--- config.mk ---
export PLATFORM = sky130hd
export DESIGN_NAME = sum_uart_tx
export DESIGN_NICKNAME = d
export VERILOG_FILES = /design/src/rtl/sum_uart_tx.sv
export SDC_FILE = /design/constraint.sdc
export NUM_CORES = 1
export LEC_CHECK = 0
export BUFFER_PORTS_ARGS = -buffer_cell sky130_fd_sc_hd__buf_2
export CAP_MARGIN = 5
export CORE_MARGIN = 8
export CORE_UTILIZATION = 30
export CTS_CLUSTER_DIAMETER = 30
export DETAILED_ROUTE_END_ITERATION = 16
export SLEW_MARGIN = 20
export SYNTH_ARGS = -nofsm -noshare
export SYNTH_HDL_FRONTEND = slang
export SYNTH_SLANG_ARGS = --single-unit
--- constraint.sdc ---
create_clock -name clk -period 1.8 [get_ports clk]
set_input_delay 0 -clock clk [delete_from_list [all_inputs] [get_ports clk]]
set_output_delay 0 -clock clk [all_outputs]
set_load 0.02 [all_outputs]
--- src/rtl/sum_uart_tx.sv ---
`default_nettype none
// ============================================================================
// Module   : sum_uart_tx
// Purpose  : One-entry buffered UART transmitter for the adder sum (8N1 / 8E1)
// Revision : 1.0
// ============================================================================
module sum_uart_tx #(
  parameter int CLKS_PER_BIT = 16,
  parameter int DATA_W       = 8,
  parameter bit PARITY_EN    = 1'b0
) (
  input  logic              clk,
  input  logic              rst_n,
  input  logic [DATA_W-1:0] s_data,
  input  logic              s_valid,
  output logic              s_ready,
  output logic              tx,
  output logic              busy,
  output logic              frame_done
);

  localparam int c_baud_w = (CLKS_PER_BIT > 1) ? $clog2(CLKS_PER_BIT) : 1;
  localparam int c_bit_w  = (DATA_W > 1) ? $clog2(DATA_W) : 1;
  localparam logic [c_baud_w-1:0] c_baud_last = c_baud_w'(CLKS_PER_BIT - 1);
  localparam logic [c_bit_w-1:0]  c_bit_last  = c_bit_w'(DATA_W - 1);

  typedef enum logic [2:0] {
    ST_IDLE   = 3'd0,
    ST_START  = 3'd1,
    ST_DATA   = 3'd2,
    ST_PARITY = 3'd3,
    ST_STOP   = 3'd4
  } state_t;

  state_t              r_state;
  logic [c_baud_w-1:0] r_baud;
  logic [c_bit_w-1:0]  r_bit;
  logic [DATA_W-1:0]   r_shift;
  logic                r_parity;
  logic [DATA_W-1:0]   r_buf;
  logic                r_buf_full;
  logic                r_tx;
  logic                r_busy;
  logic                r_frame_done;

  state_t              w_state_nxt;
  logic [c_baud_w-1:0] w_baud_nxt;
  logic [c_bit_w-1:0]  w_bit_nxt;
  logic [DATA_W-1:0]   w_shift_nxt;
  logic [DATA_W-1:0]   w_shift_sh;
  logic                w_parity_nxt;
  logic                w_tx_nxt;
  logic                w_load;
  logic                w_wrap;
  logic                w_hs;

  assign s_ready    = ~r_buf_full;
  assign tx         = r_tx;
  assign busy       = r_busy;
  assign frame_done = r_frame_done;

  assign w_hs       = s_valid & ~r_buf_full;
  assign w_wrap     = (r_baud == c_baud_last);
  assign w_shift_sh = r_shift >> 1;

  always_comb begin
    w_state_nxt  = r_state;
    w_baud_nxt   = w_wrap ? '0 : r_baud + 1'b1;
    w_bit_nxt    = r_bit;
    w_shift_nxt  = r_shift;
    w_parity_nxt = r_parity;
    w_tx_nxt     = r_tx;
    w_load       = 1'b0;

    case (r_state)
      ST_IDLE: begin
        w_baud_nxt = '0;
        w_tx_nxt   = 1'b1;
        w_load     = r_buf_full;
      end
      ST_START: begin
        if (w_wrap) begin
          w_state_nxt = ST_DATA;
          w_bit_nxt   = '0;
          w_tx_nxt    = r_shift[0];
        end
      end
      ST_DATA: begin
        if (w_wrap) begin
          if (r_bit == c_bit_last) begin
            w_state_nxt = PARITY_EN ? ST_PARITY : ST_STOP;
            w_tx_nxt    = PARITY_EN ? r_parity : 1'b1;
          end else begin
            w_bit_nxt   = r_bit + 1'b1;
            w_shift_nxt = w_shift_sh;
            w_tx_nxt    = w_shift_sh[0];
          end
        end
      end
      ST_PARITY: begin
        if (w_wrap) begin
          w_state_nxt = ST_STOP;
          w_tx_nxt    = 1'b1;
        end
      end
      ST_STOP: begin
        if (w_wrap) begin
          // A full buffer chains straight into the next start bit.
          w_load      = r_buf_full;
          w_state_nxt = ST_IDLE;
          w_tx_nxt    = 1'b1;
        end
      end
      default: begin
        w_state_nxt = ST_IDLE;
        w_tx_nxt    = 1'b1;
      end
    endcase

    if (w_load) begin
      w_state_nxt  = ST_START;
      w_baud_nxt   = '0;
      w_bit_nxt    = '0;
      w_shift_nxt  = r_buf;
      w_parity_nxt = ^r_buf;
      w_tx_nxt     = 1'b0;
    end
  end

  always_ff @(posedge clk or negedge rst_n) begin
    if (!rst_n) begin
      r_state      <= ST_IDLE;
      r_baud       <= '0;
      r_bit        <= '0;
      r_shift      <= '0;
      r_parity     <= 1'b0;
      r_tx         <= 1'b1;
      r_busy       <= 1'b0;
      r_frame_done <= 1'b0;
    end else begin
      r_state      <= w_state_nxt;
      r_baud       <= w_baud_nxt;
      r_bit        <= w_bit_nxt;
      r_shift      <= w_shift_nxt;
      r_parity     <= w_parity_nxt;
      r_tx         <= w_tx_nxt;
      r_busy       <= (w_state_nxt != ST_IDLE);
      r_frame_done <= (w_state_nxt == ST_STOP) && (w_baud_nxt == c_baud_last);
    end
  end

  always_ff @(posedge clk or negedge rst_n) begin
    if (!rst_n) begin
      r_buf      <= '0;
      r_buf_full <= 1'b0;
    end else begin
      if (w_hs) begin
        r_buf <= s_data;
      end
      if (w_load) begin
        r_buf_full <= w_hs;
      end else if (w_hs) begin
        r_buf_full <= 1'b1;
      end
    end
  end

endmodule
`default_nettype wire
==> impl_metrics.py <==
metrics = {
    "status": {
        "status": "complete, but fails checks",
        "violations": "setup timing",
    },
    "cells_and_area": {
        "design_area_um2": 1777,
        "area_growth_syn_to_layout_pct": 31.85,
        "finalNetCount": 173,
        "final_cells": 212,
        "diodes": 0,
        "drive_gt1_share_pct": 32.50,
        "final_util_pct": 40.80,
        "mostFrequentLayoutCell": "dfrtp_1",
        "final_cell_mix": "dfrtp_1, buf_2, buf_4",
        "n_fill_cell": 426,
    },
    "detailed_routing": {
        "vias": 1062,
        "dr.pass1.iters": 4,
        "finalWirelength_mm": 3.031,
        "ant_nets": 0,
        "wl_per_cell_um": 14.30,
        "routed_via_density": 5.009,
        "route.detailed.drc": 0,
        "drt-initial-drc-count": 88,
    },
    "worst_setup_path": {
        "worstPathArrival_ns": 2.16,
        "crit_type": "flop to flop",
        "regToRegSetupSlack_ns": -0.21,
        "startpoint_type": "flop",
        "worstPathMaxFanout": 5,
        "worstPathRequired_ns": 1.96,
        "crit_path_end_kind": "flop",
    },
    "synthesis": {
        "synth.mux.area_fraction_pct": 11.14,
        "syn_area_per_cell_um2": 11.23,
        "synth_top_family_by_area": "compound AO/OA/AOI/OAI gates",
        "synth_xor_area_share_pct": 0.6500,
        "ys_seq_area_share_pct": 55.80,
        "netlist_instances": 120,
        "async_flop_share_pct": 100.0,
        "yosysWarningCount": 0,
        "syn-num-nets": 134,
        "ys.flop_type": "dfrtp_1",
        "synth-simple-area-share_pct": 13.18,
        "netlist_area_um2": 1348,
        "yosys-top-cells-area": "dfrtp_1, mux2_2, mux2i_1",
        "synth_adder_area_share_pct": 2.786,
        "synth.distinct_cells": 36,
        "yosysTopAreaCellShare_pct": 53.85,
        "ys_ff_latch": 30,
        "synth_compound_area_share_pct": 13.46,
        "synth_edf_count": 0,
        "yosysTopAreaCell": "dfrtp_1",
    },
    "clock_network": {
        "htreeDepth": 2,
        "cts_tree": "built",
        "root_buffer": "clkbuf_8",
        "numCtsBuffers": 5,
        "post_cts_buffers": 0,
        "insertion_delay_ns": 0.28,
        "cts_buffer_depth": 2,
        "clk_pin_slew_worst_paths_ns": 0.06,
        "cts_sinks": 30,
    },
    "die": {
        "die_w_um": 83.02,
        "num_rows": 24,
        "die_area_um2": 6892,
        "die_h_um": 83.02,
        "pin_count": 15,
        "core_area_um2": 4354,
        "initial_core_util_pct": 30.95,
    },
    "placement": {
        "portBuffers": 14,
        "placed_area_um2": 1564,
        "post-place-ws_ns": -0.1750,
        "placedCellCount": 193,
        "gp_congestion": 0.8151,
        "dp_hpwl_mm": 2.074,
    },
    "sta": {
        "setup_violations": 11,
        "setup_ws_ns": -0.2065,
        "fmax_ghz": 0.4984,
        "relSlewSlack_pct": 54.99,
        "period_needed_ns": 2.007,
        "worst_slew_pin_slew_ns": 0.6752,
        "fin_crit_sh_pct": 111.5,
        "hold_viol_final": 0,
        "final.setup_skew_ns": 0.005728,
        "tns_ns": -1.730,
        "slew_violations": 0,
        "rsz0062_at_grt": "yes",
    },
    "flow_run": {
        "maxCapViolCount": 0,
    },
    "pwr": {
        "ir_worst_vdd_mv": 0.7082,
        "p_per_area_nw_per_um2": 1337,
        "p_leak_nw": 0.8194,
    },
    "grt": {
        "grt_pass1_vias": 1124,
        "grt_max_degree": 31,
        "track_usage_pct": 8.810,
        "grt_overflow_total": 0,
        "grt_pass1_wl_mm": 5.092,
        "antenna_found_initial": 0,
    },
    "hold_path": {
        "hp-class": "primary input to asynchronous set/reset pin",
    },
}
worst max-delay path, stage by stage (launching register included):
cell and delay (ns):
dfrtp_1 0.39, ha_2 0.21, ha_4 0.16, or3b_4 0.39, or3_4 0.35, buf_6 0.15, mux2i_1 0.16, o21ai_1 0.09
cell type report:
cell class | instances | area, um^2 | share of cell area, %
flip-flops and latches | 30 | 752.0 | 42.32
multi-input cells | 82 | 588.1 | 33.10
clock inverters | 1 | 5.005 | 0.2817
clock buffers | 7 | 86.33 | 4.859
repair buffers | 37 | 269.0 | 15.14
well taps | 52 | 65.06 | 3.662
inverters | 3 | 11.26 | 0.6338
cell families after synthesis:
kind of cell / Yosys count
AND/OR/NAND/NOR: 36
flip-flops: 30
AO/OA/AOI/OAI: 28
multiplexers: 14
buffers and inverters: 8
adder cells (fa/ha/maj): 3
XOR/XNOR: 1
through the flow:
step | power, mW | hold slack (ns)
global placement | 1.762 | 0.06074
detailed placement | 1.813 | 0.08045
global route | 2.542 | 0.3561
floorplan | 1.576 | -0.2956
finish | 2.376 | 0.2908
CTS | 2.397 | 0.3198
cell usage after synthesis (2+ instances only):
library cell,n
or2_2,2
o21ai_1,6
and3_1,2
dfrtp_1,29
mux2i_1,6
mux2_2,8
inv_1,3
a22oi_1,4
nor2_1,10
a21oi_1,3
ha_1,3
nor3_1,3
clkbuf_1,2
nand2_1,10
o21ai_0,6
nand3_1,2
buf_2,2
registers in the layout (all words and copies together) (netlist names):
name,flops
busy,1
r_shift,8
r_buf_full,1
r_bit,3
r_baud,4
frame_done,1
r_state,3
r_buf,8
tx,1
worst paths after layout:
kind | startpoint | to | cells after the start
max | r_bit[1]$_DFFE_PN0P_ | r_shift[6]$_DFFE_PN0P_ | 7
min | rst_n | r_buf[2]$_DFFE_PN0P_ | 2
max reg2reg | r_bit[1]$_DFFE_PN0P_ | r_shift[6]$_DFFE_PN0P_ | 7
min reg2reg | r_buf[7]$_DFFE_PN0P_ | r_shift[7]$_DFFE_PN0P_ | 2
max in group asynchronous | rst_n | r_shift[6]$_DFFE_PN0P_ | 2
min in group clk | r_buf[7]$_DFFE_PN0P_ | r_shift[7]$_DFFE_PN0P_ | 2
what timing repair did:
action	CTS	global route
hold buffers	10	0
setup endpoints to repair	11	11
endpoints found under the hold margin	38	0
gates resized for setup	4	1
pin swaps	5	5
cloned	1	0
report_power, final:
| part | switching, mW | internal [mW] |
|---|---|---|
| combinational | 0.347 | 0.370 |
| sequential | 0.168 | 0.938 |
| clock | 0.245 | 0.308 |
| total | 0.760 | 1.62 |
routing by layer:
layer / track usage (%) / share of wire, % / up-vias
li1: - / - / 503
met4: 3.834 / 1.5 / 0
met5: 0 / 0 / -
met3: 2.832 / 4.1 / 6
met1: 10.00 / 43 / 523
met2: 14.71 / 51 / 30
Power figures use the tool's default switching activity.
